===== config.mk =====
export PLATFORM = sky130hd
export DESIGN_NAME = sigbuffer
export DESIGN_NICKNAME = d
export VERILOG_FILES = /design/src/rtl/sigbuffer_pkg.sv /design/src/rtl/sigbuffer_ram.sv /design/src/rtl/sigbuffer.sv
export SDC_FILE = /design/constraint.sdc
export NUM_CORES = 1
export LEC_CHECK = 0
export ABC_AREA = 0
export CORE_MARGIN = 8
export CORE_UTILIZATION = 55
export CTS_CLUSTER_DIAMETER = 120
export CTS_CLUSTER_SIZE = 20
export DETAILED_ROUTE_END_ITERATION = 7
export PLACE_DENSITY = 0.69
export SLEW_MARGIN = 40
export SYNTH_ARGS = -nofsm -noshare
export SYNTH_HDL_FRONTEND = slang
export SYNTH_SLANG_ARGS = --single-unit

===== constraint.sdc =====
create_clock -name clock -period 7 [get_ports clock]
set_input_delay 1.4 -clock clock [delete_from_list [all_inputs] [get_ports clock]]
set_output_delay 1.4 -clock clock [all_outputs]
set_load 0.01 [all_outputs]

===== src/rtl/sigbuffer_pkg.sv =====
// Shared correlator constants: default sizing for the antenna sign-bit
// buffer and the signal-source MUX stage that consumes its replayed beats.
// Also holds the replay FSM state type.
package sigbuffer_pkg;

   localparam int SIG_WIDTH = 12;   // antennas = bits per I or Q word
   localparam int SIG_COUNT = 15;   // samples per frame (bank depth)
   localparam int SIG_TRATE = 6;    // replay passes per frame
   localparam int SIG_CBITS = 4;    // bank index width, COUNT <= 2**CBITS
   localparam int SIG_TBITS = 3;    // pass index width, TRATE <= 2**TBITS

   typedef enum logic {
      ST_IDLE = 1'b0,
      ST_PLAY = 1'b1
   } play_state_t;

endpackage


===== src/rtl/sigbuffer_ram.sv =====
// Simple dual-port sample store for sigbuffer.
// Address is {bank, index}; with a non-power-of-two bank depth the top
// index slots of each bank are never addressed.
// Ports:
//   clock, reset_n      rising-edge clock, synchronous active-low reset
//                       (clears the read register only, not the array)
//   wr_en/wr_addr/wr_data   write port
//   rd_en/rd_addr       read port, data on rd_data one cycle later;
//                       rd_data holds while rd_en is low
module sigbuffer_ram #(
   parameter int DW = 24,
   parameter int AW = 5
) (
   input  logic          clock,
   input  logic          reset_n,
   input  logic          wr_en,
   input  logic [AW-1:0] wr_addr,
   input  logic [DW-1:0] wr_data,
   input  logic          rd_en,
   input  logic [AW-1:0] rd_addr,
   output logic [DW-1:0] rd_data
);

   logic [DW-1:0] mem [2**AW];

   always_ff @(posedge clock) begin
      if (wr_en) mem[wr_addr] <= wr_data;
   end

   always_ff @(posedge clock) begin
      if (!reset_n)   rd_data <= '0;
      else if (rd_en) rd_data <= mem[rd_addr];
   end

endmodule


===== src/rtl/sigbuffer.sv =====
// Antenna sign-bit double buffer: captures COUNT raw I/Q samples into one
// bank while the other bank is replayed TRATE times to the signal-source
// MUX stage. A bank that fills while the replay is still busy is dropped
// and overflow_o latches; a replay is never cut short except by reset.
// Ports:
//   clock, reset_n               clock, synchronous active-low reset
//   sig_valid_i, sig_idata_i,
//   sig_qdata_i                  raw sample strobe and I/Q sign bits
//   valid_o, first_o, last_o     replayed beat framing (no backpressure)
//   taddr_o                      replay pass index of the beat
//   idata_o, qdata_o             replayed I/Q word
//   overflow_o                   sticky: a filled capture bank was dropped
//
// state   | meaning
// --------+------------------------------------------------------------
// ST_IDLE | nothing to replay; a filled bank swaps in immediately
// ST_PLAY | reading replay bank at rptr for pass; TRATE*COUNT reads total
module sigbuffer
   import sigbuffer_pkg::*;
#(
   parameter int WIDTH = SIG_WIDTH,
   parameter int COUNT = SIG_COUNT,
   parameter int TRATE = SIG_TRATE,
   parameter int CBITS = SIG_CBITS,
   parameter int TBITS = SIG_TBITS
) (
   input  logic             clock,
   input  logic             reset_n,
   input  logic             sig_valid_i,
   input  logic [WIDTH-1:0] sig_idata_i,
   input  logic [WIDTH-1:0] sig_qdata_i,
   output logic             valid_o,
   output logic             first_o,
   output logic             last_o,
   output logic [TBITS-1:0] taddr_o,
   output logic [WIDTH-1:0] idata_o,
   output logic [WIDTH-1:0] qdata_o,
   output logic             overflow_o
);

   localparam logic [CBITS-1:0] IDX_LAST  = CBITS'(COUNT - 1);
   localparam logic [TBITS-1:0] PASS_LAST = TBITS'(TRATE - 1);

   play_state_t      state, state_nxt;
   logic [CBITS-1:0] wptr, wptr_nxt;
   logic [CBITS-1:0] rptr, rptr_nxt;
   logic [TBITS-1:0] pass, pass_nxt;
   logic             bank, bank_nxt;     // capture bank; replay uses ~bank
   logic             fill, final_read, swap, playing;
   logic [2*WIDTH-1:0] rd_data;

   always_comb begin
      state_nxt  = state;
      wptr_nxt   = wptr;
      rptr_nxt   = rptr;
      pass_nxt   = pass;
      bank_nxt   = bank;
      playing    = (state == ST_PLAY);
      fill       = sig_valid_i && (wptr == IDX_LAST);
      final_read = playing && (rptr == IDX_LAST) && (pass == PASS_LAST);
      // A fill coinciding with the last read hands over with no idle gap.
      swap       = fill && (!playing || final_read);

      if (sig_valid_i) wptr_nxt = fill ? '0 : wptr + 1'b1;
      if (swap)        bank_nxt = ~bank;

      case (state)
         ST_IDLE: begin
            if (swap) state_nxt = ST_PLAY;
         end
         ST_PLAY: begin
            if (rptr == IDX_LAST) begin
               rptr_nxt = '0;
               pass_nxt = (pass == PASS_LAST) ? '0 : pass + 1'b1;
            end else begin
               rptr_nxt = rptr + 1'b1;
            end
            if (final_read && !swap) state_nxt = ST_IDLE;
         end
         default: state_nxt = ST_IDLE;
      endcase
   end

   always_ff @(posedge clock) begin
      if (!reset_n) begin
         state <= ST_IDLE;
         wptr  <= '0;
         rptr  <= '0;
         pass  <= '0;
         bank  <= 1'b0;
      end else begin
         state <= state_nxt;
         wptr  <= wptr_nxt;
         rptr  <= rptr_nxt;
         pass  <= pass_nxt;
         bank  <= bank_nxt;
      end
   end

   // Framing registers line up with the RAM read register, so a beat's
   // flags, pass index and data all appear one cycle after its read.
   always_ff @(posedge clock) begin
      if (!reset_n) begin
         valid_o    <= 1'b0;
         first_o    <= 1'b0;
         last_o     <= 1'b0;
         taddr_o    <= '0;
         overflow_o <= 1'b0;
      end else begin
         valid_o <= playing;
         first_o <= playing && (rptr == '0) && (pass == '0);
         last_o  <= final_read;
         if (playing) taddr_o <= pass;
         if (fill && !swap) overflow_o <= 1'b1;
      end
   end

   sigbuffer_ram #(
      .DW (2*WIDTH),
      .AW (CBITS+1)
   ) u_ram (
      .clock   (clock),
      .reset_n (reset_n),
      .wr_en   (reset_n && sig_valid_i),
      .wr_addr ({bank, wptr}),
      .wr_data ({sig_idata_i, sig_qdata_i}),
      .rd_en   (playing),
      .rd_addr ({~bank, rptr}),
      .rd_data (rd_data)
   );

   assign idata_o = rd_data[2*WIDTH-1:WIDTH];
   assign qdata_o = rd_data[WIDTH-1:0];

endmodule


==> results.py <==
metrics = {
    "critical_path": {
        "r2r_start": "rptr[2]",
        "reg2reg_to": "u_ram.rd_data[21]",
        "cp_num_cells": 3,
        "cp.arrival_ps": 3900,
        "worst_path_max_delay_cell": "clkdlybuf4s50_1",
        "end_kind": "flop",
        "worstPathRequired_ps": 7220,
        "cp_num_buf_inv": 1,
        "max_stage_delay_ps": 970,
        "critPathLaunch": "reset_n",
        "r2r_setup_slack_ps": 3920,
        "setup.worst_path.end": "u_ram.mem[0][22]",
        "start_kind": "input port",
        "path_delay_family": "simple AND/OR/NAND/NOR gates",
        "crit_type": "input port to flop",
        "reg2regPathDepth": 6,
        "crit_chain": "clkdlybuf4s50_1, nand3_2, nor2_4",
        "crit_fanout": 24,
    },
    "clock_tree": {
        "cts_buffers": 46,
        "cts_setup_buffers": 0,
        "clk_path_buf_depth": 3,
        "root_buffer": "clkbuf_16",
        "postCtsResizedCells": 0,
        "h-tree-depth": 2,
        "insertion_delay_ps": 610,
        "path_clk_slew_ps": 80,
        "ctsHoldBuffers": 0,
        "clkSinkCount": 812,
        "cts_tree": "done",
    },
    "place": {
        "dp_hpwl_um": 47300,
        "port_buffers": 57,
        "place.gp.congestion": 0.896,
        "placedCellCount": 2432,
        "place_area_mm2": 0.0328,
    },
    "cells_and_area": {
        "drive_gt1_share_pct": 16.3,
        "stdcell_area_mm2": 0.0342,
        "area_delta_synth_final_pct": 8.46,
        "nets": 1755,
        "finalNonFillerCells": 2519,
        "final_core_util_pct": 60.5,
    },
    "floorplanning": {
        "ios": 58,
        "core_mm2": 0.0565,
        "die_area_mm2": 0.0652,
        "rows": 87,
        "die_h_um": 255,
        "initial_core_util_pct": 55.8,
        "die_width_um": 255,
    },
    "sta": {
        "clock_skew_ps": 31.3,
        "setup_viol": 0,
        "tns_ps": 0,
        "finalCritPeriodShare_pct": 52.6,
        "finalMaxSlewViolations": 0,
        "fmax_ghz": 0.272,
        "worst_pin_slew_ps": 916,
        "timing_hold_violations_final": 0,
        "period_minus_slack_ps": 3680,
        "maxSlewHeadroom_pct": 39.0,
        "rsz0062_at_grt": "no",
    },
    "synthesis": {
        "syn-cell-area_mm2": 0.0315,
        "synth.area.top_cells": "edfxtp_1 73%, mux2i_1 6.5%, mux4_2 4.9%",
        "synth_seq_cells": 812,
        "yosys.area.top_type": "edfxtp_1",
        "yosysSeqAreaShare_pct": 76.0,
        "synth_async_sr_flop_share_pct": 0,
        "ys_types": 53,
        "syn_area_per_cell_um2": 18.7,
        "syn-num-nets": 1719,
        "ys.flop_type": "edfxtp_1",
        "syn_inst": 1688,
        "synth-edff-count": 768,
        "yosysTopAreaCellShare_pct": 73.2,
        "yosys_warnings": 0,
    },
    "power_and_ir_drop": {
        "p_int_uw": 6650,
        "power_density_mw_per_mm2": 241,
        "p_sw_share_pct": 19.4,
        "power.leakage_uw": 0.00994,
        "p_seq_share_pct": 64.5,
        "power.total_uw": 8250,
        "ir_worst_vdd_v": 0.000183,
        "combPwrFrac_pct": 1.7,
        "power_switching_uw": 1600,
        "pwr-share-clk_pct": 33.8,
    },
    "global_route": {
        "grt_max_degree": 93,
        "grt_usage_pct": 22.2,
        "grt-ovfl-total": 0,
        "antenna_found_initial": 2,
        "grt_pass1_wl_um": 107000,
        "grt_pass1_vias": 15500,
    },
    "routing": {
        "drtPass1Iterations": 5,
        "wire_per_inst_um": 29.6,
        "drt-total-wl_um": 74600,
        "antenna_left": 0,
        "drt-initial-drc-count": 1801,
        "num_vias": 15900,
        "viasPerCell": 6.31,
        "drcViolationCount": 0,
    },
    "hold_path": {
        "hold_class": "flop to flop",
        "holdCritStartpoint": "overflow_o",
    },
    "job": {
        "drv_cap": 0,
    },
    "status": {
        "status": "completed",
    },
}
==> Yosys cell counts, types with 9 or more instances <==
cell	count
and2_1	9
nor2b_1	13
nand2_1	36
mux4_2	69
buf_2	23
a21oi_1	48
mux2_2	45
buf_4	17
mux2i_1	205
clkbuf_1	41
nor3_1	23
dfxtp_1	44
o31ai_2	15
nor2_1	88
edfxtp_1	768
o211ai_1	22
buf_6	11
nand3_1	9
a221oi_1	23
o22ai_1	21
a22oi_1	71
o21ai_0	11
==> layout by cell type, fill, tap and decap left out, types with 5 or more instances in the layout <==
cell type / n
edfxtp_1: 768
nand3_1: 5
nor2b_1: 9
and2_1: 8
mux4_2: 69
a21oi_1: 48
buf_4: 29
o211ai_1: 22
clkbuf_1: 36
o22ai_1: 21
inv_1: 5
o21ai_0: 11
nor2_1: 55
a221oi_1: 23
o31ai_1: 6
mux2_2: 45
clkbuf_16: 49
o31ai_2: 15
nor2_4: 21
nand2_1: 36
nor3_1: 23
buf_2: 22
a22oi_1: 71
nor2_2: 12
mux2i_1: 205
a22o_1: 5
nand3b_1: 5
dfxtp_1: 41
clkdlybuf4s50_1: 35
==> flip-flops by register name, summed over array words and instances (netlist names) <==
| register | count |
|---|---|
| first_o | 1 |
| bank | 1 |
| playing | 1 |
| wptr | 4 |
| valid_o | 1 |
| pass | 3 |
| overflow_o | 1 |
| u_ram.mem | 768 |
| last_o | 1 |
| taddr_o | 3 |
| rptr | 4 |
| u_ram.rd_data | 24 |
==> area by class of cell <==
class                           instances  area (um^2)
Inverter                                5         18.8
Sequential cell                       812        24000
Fill cell                            3976        22300
Antenna cell                            1         2.50
Multi-Input combinational cell        769         7140
Clock buffer                           85         1360
Tap cell                              756          946
Timing Repair Buffer                   90          749
Clock inverter                          1         8.76
==> metrics by stage <==
stage	hold slack, ps	setup slack [ps]
after floorplan	479	3620
final	482	3320
after detailed placement	463	2750
after global routing	506	3210
after CTS	487	3370
after global placement	452	2290
==> worst register-to-register path, cell delays in order (launching register included) <==
cell and delay (ps):
dfxtp_4 580, buf_4 650, mux4_2 360, nor2_1 50
a221oi_1 750, a21oi_1 330, o31ai_2 290
==> layer usage <==
metal	wire (um)	share of wire (%)	track usage (%)	vias to the layer above
met5	25	0.033	0	-
met4	2140	2.9	6.86	4
met3	8060	11	6.01	111
met2	33400	45	33.0	779
met1	31000	42	32.0	8151
li1	-	-	-	6843
==> worst min-delay path by stage <==
stage / end / cells after the start
final: overflow_o / 1
after global routing: overflow_o / 1
after CTS: overflow_o / 1
after detailed placement: overflow_o / 1
after global placement: overflow_o / 1
after floorplan: u_ram.rd_data[16] / 2
==> cells by family after synthesis <==
logic type               Yosys count  synth area share (%)
AO/OA/AOI/OAI                    239                  5.53
XOR/XNOR                           4                 0.111
adder cells (fa/ha/maj)            4                 0.159
buffers and inverters            107                  2.18
flip-flops                       812                  76.0
multiplexers                     319                  13.1
AND/OR/NAND/NOR                  203                  3.00
==> power groups by stage <==
stage                     clock network (uW)  registers, uW  logic (uW)
final                                   2790           5320         140
after global routing                    2980           5320         147
after CTS                               2830           5320         140
after global placement                     0           5430         132
after detailed placement                   0           5430         140
after floorplan                            0           5430        21.7
(Power assumes the default switching activity.)
